==> config.mk <==
export PLATFORM = sky130hd
export DESIGN_NAME = sad_accumulator_flat
export DESIGN_NICKNAME = d
export VERILOG_FILES = /design/src/rtl/sad_if.sv /design/src/rtl/sad_accumulator.sv /design/src/flat_wrapper.sv
export SDC_FILE = /design/constraint.sdc
export NUM_CORES = 1
export LEC_CHECK = 0
export ABC_AREA = 1
export CAP_MARGIN = 20
export CORE_UTILIZATION = 35
export CTS_CLUSTER_DIAMETER = 30
export DETAILED_ROUTE_END_ITERATION = 16
export PLACE_DENSITY = 0.52
export SYNTH_ARGS = -nofsm -noshare
export SYNTH_HDL_FRONTEND = slang
export SYNTH_SLANG_ARGS = --single-unit
==> constraint.sdc <==
create_clock -name clk -period 5.95 [get_ports clk]
set_clock_uncertainty 0.15 [all_clocks]
set_input_delay 0.8925 -clock clk [delete_from_list [all_inputs] [get_ports clk]]
set_output_delay 0.8925 -clock clk [all_outputs]
set_load 0.02 [all_outputs]
==> src/rtl/sad_if.sv <==
// sad_if: beat/result handshake bundle between a SAD producer and the sad_accumulator
interface sad_if #(
  parameter int WIDTH = 8,
  parameter int LANES = 4,
  parameter int SUM_W = 14
) ();
  logic                   signed_mode;
  logic                   in_valid;
  logic                   in_ready;
  logic [LANES*WIDTH-1:0] in_a;
  logic [LANES*WIDTH-1:0] in_b;
  logic                   out_valid;
  logic                   out_ready;
  logic [SUM_W-1:0]       sad_out;
  logic                   busy;
  modport master (
    output signed_mode, in_valid, in_a, in_b, out_ready,
    input  in_ready, out_valid, sad_out, busy
  );
  modport slave (
    input  signed_mode, in_valid, in_a, in_b, out_ready,
    output in_ready, out_valid, sad_out, busy
  );
endinterface

==> src/rtl/sad_accumulator.sv <==
// sad_accumulator: pipelined |a-b| over LANES pairs per beat, summed across BLOCK beats
module sad_accumulator #(
  parameter int WIDTH = 8,
  parameter int LANES = 4,
  parameter int BLOCK = 16,
  parameter int SUM_W = 14
) (
  input logic  clk,
  input logic  rst,
  sad_if.slave bus
);
  localparam int CW = BLOCK > 1 ? $clog2(BLOCK) : 1;
  typedef enum logic [1:0] {ACCUM, DRAIN, DONE} state_t;
  state_t           r_state, w_next;
  logic [CW-1:0]    r_cnt;
  logic [WIDTH-1:0] w_abs [LANES];
  logic [WIDTH-1:0] r_abs [LANES];
  logic             r_s1_v, r_s2_v, r_run;
  logic [SUM_W-1:0] r_acc, r_sad, w_sum;
  logic             w_acc, w_last, w_take, w_drained, w_in_ready, w_out_valid;
  for (genvar i = 0; i < LANES; i++) begin : g_lane
    logic [WIDTH:0] w_d;
    assign w_d = {bus.signed_mode & bus.in_a[i*WIDTH+WIDTH-1], bus.in_a[i*WIDTH+:WIDTH]}
               - {bus.signed_mode & bus.in_b[i*WIDTH+WIDTH-1], bus.in_b[i*WIDTH+:WIDTH]};
    assign w_abs[i] = w_d[WIDTH] ? WIDTH'(~w_d + 1'b1) : w_d[WIDTH-1:0];
  end
  assign w_acc     = bus.in_valid && w_in_ready;
  assign w_last    = r_cnt == CW'(BLOCK - 1);
  assign w_take    = w_out_valid && bus.out_ready;
  assign w_drained = r_s2_v && !r_s1_v;
  // lane sum of the registered abs-diffs feeding the accumulator
  always_comb begin
    w_sum = '0;
    for (int i = 0; i < LANES; i++) w_sum = w_sum + SUM_W'(r_abs[i]);
  end
  // next state and handshake outputs
  always_comb begin
    w_next      = r_state;
    w_in_ready  = (r_state == ACCUM) && r_run;
    w_out_valid = r_state == DONE;
    case (r_state)
      ACCUM:   w_next = (w_acc && w_last) ? DRAIN : ACCUM;
      DRAIN:   w_next = w_drained ? DONE : DRAIN;
      DONE:    w_next = bus.out_ready ? ACCUM : DONE;
      default: w_next = ACCUM;
    endcase
  end
  // state register; r_run keeps in_ready low until the first edge after reset
  always_ff @(posedge clk or posedge rst) begin
    if (rst) begin
      r_state <= ACCUM;
      r_run   <= 1'b0;
    end else begin
      r_state <= w_next;
      r_run   <= 1'b1;
    end
  end
  // beat counter within the current block
  always_ff @(posedge clk or posedge rst) begin
    if (rst) r_cnt <= '0;
    else if (w_acc) r_cnt <= w_last ? '0 : r_cnt + 1'b1;
  end
  // stage 1: capture per-lane absolute differences of an accepted beat
  always_ff @(posedge clk or posedge rst) begin
    if (rst) begin
      r_s1_v <= 1'b0;
      r_abs  <= '{default: '0};
    end else begin
      r_s1_v <= w_acc;
      if (w_acc) r_abs <= w_abs;
    end
  end
  // stage 2: accumulate, cleared when the finished result is consumed
  always_ff @(posedge clk or posedge rst) begin
    if (rst) begin
      r_acc  <= '0;
      r_s2_v <= 1'b0;
    end else begin
      r_s2_v <= r_s1_v;
      r_acc  <= w_take ? '0 : r_s1_v ? r_acc + w_sum : r_acc;
    end
  end
  // result register, loaded once the pipeline has absorbed the last beat
  always_ff @(posedge clk or posedge rst) begin
    if (rst) r_sad <= '0;
    else if (r_state == DRAIN && w_drained) r_sad <= r_acc;
  end
  assign bus.in_ready  = w_in_ready;
  assign bus.out_valid = w_out_valid;
  assign bus.sad_out   = r_sad;
  assign bus.busy      = (r_state != ACCUM) || (r_cnt != '0);
endmodule

==> src/flat_wrapper.sv <==
// flat-port wrapper written by rule: the top's interface ports become plain ports
module sad_accumulator_flat 
#(
  parameter int WIDTH = 8,
  parameter int LANES = 4,
  parameter int BLOCK = 16,
  parameter int SUM_W = 14
)
  (clk, rst, bus_signed_mode, bus_in_valid, bus_in_a, bus_in_b, bus_out_ready, bus_in_ready, bus_out_valid, bus_sad_out, bus_busy);
  sad_if #(.WIDTH(WIDTH), .LANES(LANES), .SUM_W(SUM_W)) bus_i ();
  input logic clk;
  input logic rst;
  input wire logic [$bits(bus_i.signed_mode)-1:0] bus_signed_mode;
  input wire logic [$bits(bus_i.in_valid)-1:0] bus_in_valid;
  input wire logic [$bits(bus_i.in_a)-1:0] bus_in_a;
  input wire logic [$bits(bus_i.in_b)-1:0] bus_in_b;
  input wire logic [$bits(bus_i.out_ready)-1:0] bus_out_ready;
  output wire logic [$bits(bus_i.in_ready)-1:0] bus_in_ready;
  output wire logic [$bits(bus_i.out_valid)-1:0] bus_out_valid;
  output wire logic [$bits(bus_i.sad_out)-1:0] bus_sad_out;
  output wire logic [$bits(bus_i.busy)-1:0] bus_busy;
  assign bus_i.signed_mode = bus_signed_mode;
  assign bus_i.in_valid = bus_in_valid;
  assign bus_i.in_a = bus_in_a;
  assign bus_i.in_b = bus_in_b;
  assign bus_i.out_ready = bus_out_ready;
  assign bus_in_ready = bus_i.in_ready;
  assign bus_out_valid = bus_i.out_valid;
  assign bus_sad_out = bus_i.sad_out;
  assign bus_busy = bus_i.busy;
  sad_accumulator #(.WIDTH(WIDTH), .LANES(LANES), .BLOCK(BLOCK), .SUM_W(SUM_W)) u_core (.clk(clk), .rst(rst), .bus(bus_i));
endmodule
==> flow_metrics.py <==
metrics = {
    "die": {
        "dieArea_mm2": 0.0190,
        "fp.dieW_um": 138,
        "ios": 86,
        "rows": 49,
        "die_height_um": 138,
        "initial_core_util_pct": 35.8,
        "core_area_mm2": 0.0180,
    },
    "detailed_routing": {
        "vias": 5707,
        "antenna_left": 0,
        "wl_mm": 13.6,
        "viasPerCell": 4.53,
        "drc": 0,
        "routedWlPerCell_um": 10.8,
        "dr.pass1.iters": 6,
        "drtIter0Drc": 201,
    },
    "sta": {
        "hold_ws_ns": 0.322,
        "finalSetupViolCount": 0,
        "fin_setup_tns_ns": 0,
        "finalHoldViolations": 0,
        "setup_slack_ns": 1.72,
        "rsz0062_at_grt": "no",
        "worstMarginPinSlew_ns": 0.900,
        "maxSlewHeadroom_pct": 40.0,
        "period_minus_slack_ns": 4.23,
        "period_share_pct": 71.1,
        "fmax_mhz": 237,
        "drv_slew": 0,
    },
    "finish": {
        "num_antenna_cells": 0,
        "finalInstanceArea_mm2": 0.00785,
        "area_growth_pct": 21.5,
        "fin_nets": 1176,
        "drive_gt1_share_pct": 5.24,
        "fillerInstances": 1943,
    },
    "clock_network": {
        "clkSinkCount": 69,
        "cts.repair.resized": 0,
        "cts.clk_slew.worst_paths_ns": 0.06,
        "htree_levels": 3,
        "clockRootBuffer": "clkbuf_16",
        "postCtsHoldBufs": 0,
        "clock_latency_ns": 0.33,
        "cts_setup_buffers": 0,
        "cts_made_buffers": 9,
        "cts_buffer_depth": 2,
        "cts_tree": "done",
    },
    "power_and_ir_drop": {
        "power_mw": 3.99,
        "leakagePower_nw": 4.23,
        "vdd_drop_max_mv": 0.317,
        "p_per_area_mw_per_mm2": 508,
    },
    "status": {
        "outcome": "finished clean",
    },
    "grt": {
        "grt.overflow.total": 0,
        "grt_pass1_vias": 5385,
        "grt_max_degree": 70,
        "grt_usage_pct": 15.8,
        "grt_pass1_wl_mm": 24.0,
        "antenna_found_initial": 0,
    },
    "place": {
        "numPortBuffers": 85,
        "place_worst_setup_slack_ns": 1.69,
        "gp_congestion": 0.826,
        "place_hpwl_mm": 10.9,
        "place_area_mm2": 0.00751,
    },
    "synthesis": {
        "avgSynthCellArea_um2": 6.86,
        "syn_nets": 1091,
        "syn_area_mm2": 0.00646,
        "synth_cell_types": 36,
        "yosys_most_used_dff": "dfrtp_1",
        "syn_inst": 941,
        "synth_compound_area_share_pct": 8.72,
        "async_reset_ff_share_pct": 100,
        "ys_warn_count": 0,
        "yosys.area_share.adder_pct": 18.1,
        "synthSimpleGateAreaFrac_pct": 32.4,
        "synth-seq-cells": 69,
        "synth_top_family_by_area": "simple AND/OR/NAND/NOR gates",
        "post_synth_xor_area_fraction_pct": 1.36,
        "synth_seq_area_share_pct": 26.7,
        "synthMuxAreaShare_pct": 0.349,
        "synth-edff-count": 0,
    },
    "critical_path": {
        "startpoint_type": "register",
        "cp_max_fo": 5,
        "path_class": "reg -> reg",
        "end_kind": "register",
        "crit_required_ns": 6.00,
        "arrival_ns": 4.28,
    },
    "min_path": {
        "hp-class": "reg -> reg",
    },
    "job": {
        "max-cap-violations": 0,
    },
}
-- cells in the mapped netlist, types with 4 or more instances --
library cell | number | area share [%]
buf_2 | 4 | 0.31
inv_1 | 181 | 11
nand3_2 | 4 | 0.62
nand3b_1 | 12 | 1.4
nand3_1 | 90 | 7.0
nor2_1 | 49 | 2.8
o22ai_1 | 6 | 0.58
a21oi_1 | 30 | 2.3
nand4_1 | 8 | 0.78
a21oi_2 | 4 | 0.54
nand2_1 | 291 | 17
clkbuf_1 | 4 | 0.23
o21a_1 | 9 | 1.0
xnor2_1 | 7 | 0.95
o21ai_1 | 6 | 0.47
ha_1 | 60 | 12
fa_1 | 21 | 6.5
dfrtp_1 | 69 | 27
buf_6 | 6 | 1.0
nor2_2 | 9 | 0.87
o21ai_0 | 36 | 2.8
nand2_2 | 11 | 1.1
-- stage by stage --
stage | utilization, % | cells
finish | 43.5 | 1260
global route | 43.5 | 1260
CTS | 43.4 | 1259
detailed placement | 41.6 | 1243
global placement | 41.6 | 1243
floorplan | - | 941
-- kinds of logic (layout without fill, tap and decap cells) --
group / Yosys count / count (layout)
DFF: 69 / 69
xor gates and xnor gates: 10 / 10
buffers and inverters: 198 / 288
adders and majority gates: 81 / 81
and+or+nand+nor: 481 / 481
other: 1 / 1
muxes: 2 / 2
AOI/OAI and AO/OA: 99 / 99
-- layout by cell type (no fill, tap or decap), types with 21 or more instances in the layout --
| master | Yosys | final |
|---|---|---|
| nor2_1 | 49 | 49 |
| clkdlybuf4s50_1 | 0 | 85 |
| inv_1 | 181 | 180 |
| nand3_1 | 90 | 90 |
| ha_1 | 60 | 60 |
| nand2_1 | 291 | 291 |
| dfrtp_1 | 69 | 69 |
| o21ai_0 | 36 | 36 |
| fa_1 | 21 | 21 |
| a21oi_1 | 30 | 30 |
-- layout make-up --
class                   count  area (µm²)  share of cell area, %
flip-flops and latches     69        1730                   22.0
well taps                 229         287                   3.65
clock inverters             3        42.5                  0.542
clock buffers              13         270                   3.44
repair buffers             88         893                   11.4
inverters                 184         691                   8.80
multi-input cells         674        3940                   50.2
-- power breakdown --
group | switching (mW) | internal, mW
Sequential | 0.121 | 0.634
Clock | 0.199 | 0.358
Combinational | 1.61 | 1.07
Total | 1.93 | 2.06
-- per-layer routing --
layer | vias to the layer above | wire length (µm) | GRT usage, %
met1 | 2488 | 6850 | 20.8
met5 | - | 0 | 0
li1 | 3117 | - | -
met4 | 0 | 142 | 4.47
met2 | 91 | 6210 | 26.9
met3 | 11 | 410 | 1.77
-- worst paths after layout --
| path | start | endpoint | slack (ns) | cells after the start |
|---|---|---|---|---|
| worst max-delay path | u_core.r_abs[16] | u_core.r_acc[9] | 1.72 | 21 |
| worst min-delay path | u_core.r_s1_v | u_core.r_s2_v | 0.32 | 0 |
| worst max register to register | u_core.r_abs[16] | u_core.r_acc[9] | 1.72 | 21 |
| worst min register to register | u_core.r_s1_v | u_core.r_s2_v | 0.32 | 0 |
| max in group asynchronous | rst | u_core.r_abs[6] | 4.07 | 3 |
| min in group asynchronous | rst | u_core.r_cnt[3] | 1.00 | 3 |
-- registers in the layout (all words and copies together) (netlist names) --
name and flops:
u_core.r_s1_v 1, u_core.bus.sad_out 14, u_core.r_abs 32, u_core.r_run 1, u_core.r_s2_v 1, u_core.r_state 2, u_core.r_cnt 4, u_core.r_acc 14
-- worst max-delay path, stage by stage (launching register included) --
cell and delay [ns]:
dfrtp_1 0.35, ha_1 0.17, inv_1 0.05, fa_1 0.40
o21ai_0 0.29, nand2_1 0.08, nand2_1 0.07, a21oi_1 0.08
xor2_1 0.13, inv_1 0.07, fa_1 0.48, inv_1 0.05
fa_1 0.49, inv_1 0.04, ha_1 0.33, nand2_1 0.10
nor3b_1 0.28, nor2_1 0.10, o21bai_1 0.18, nand2_1 0.07
nand2_1 0.06, o22ai_1 0.07
No activity file was read; power rests on OpenSTA's default activity.
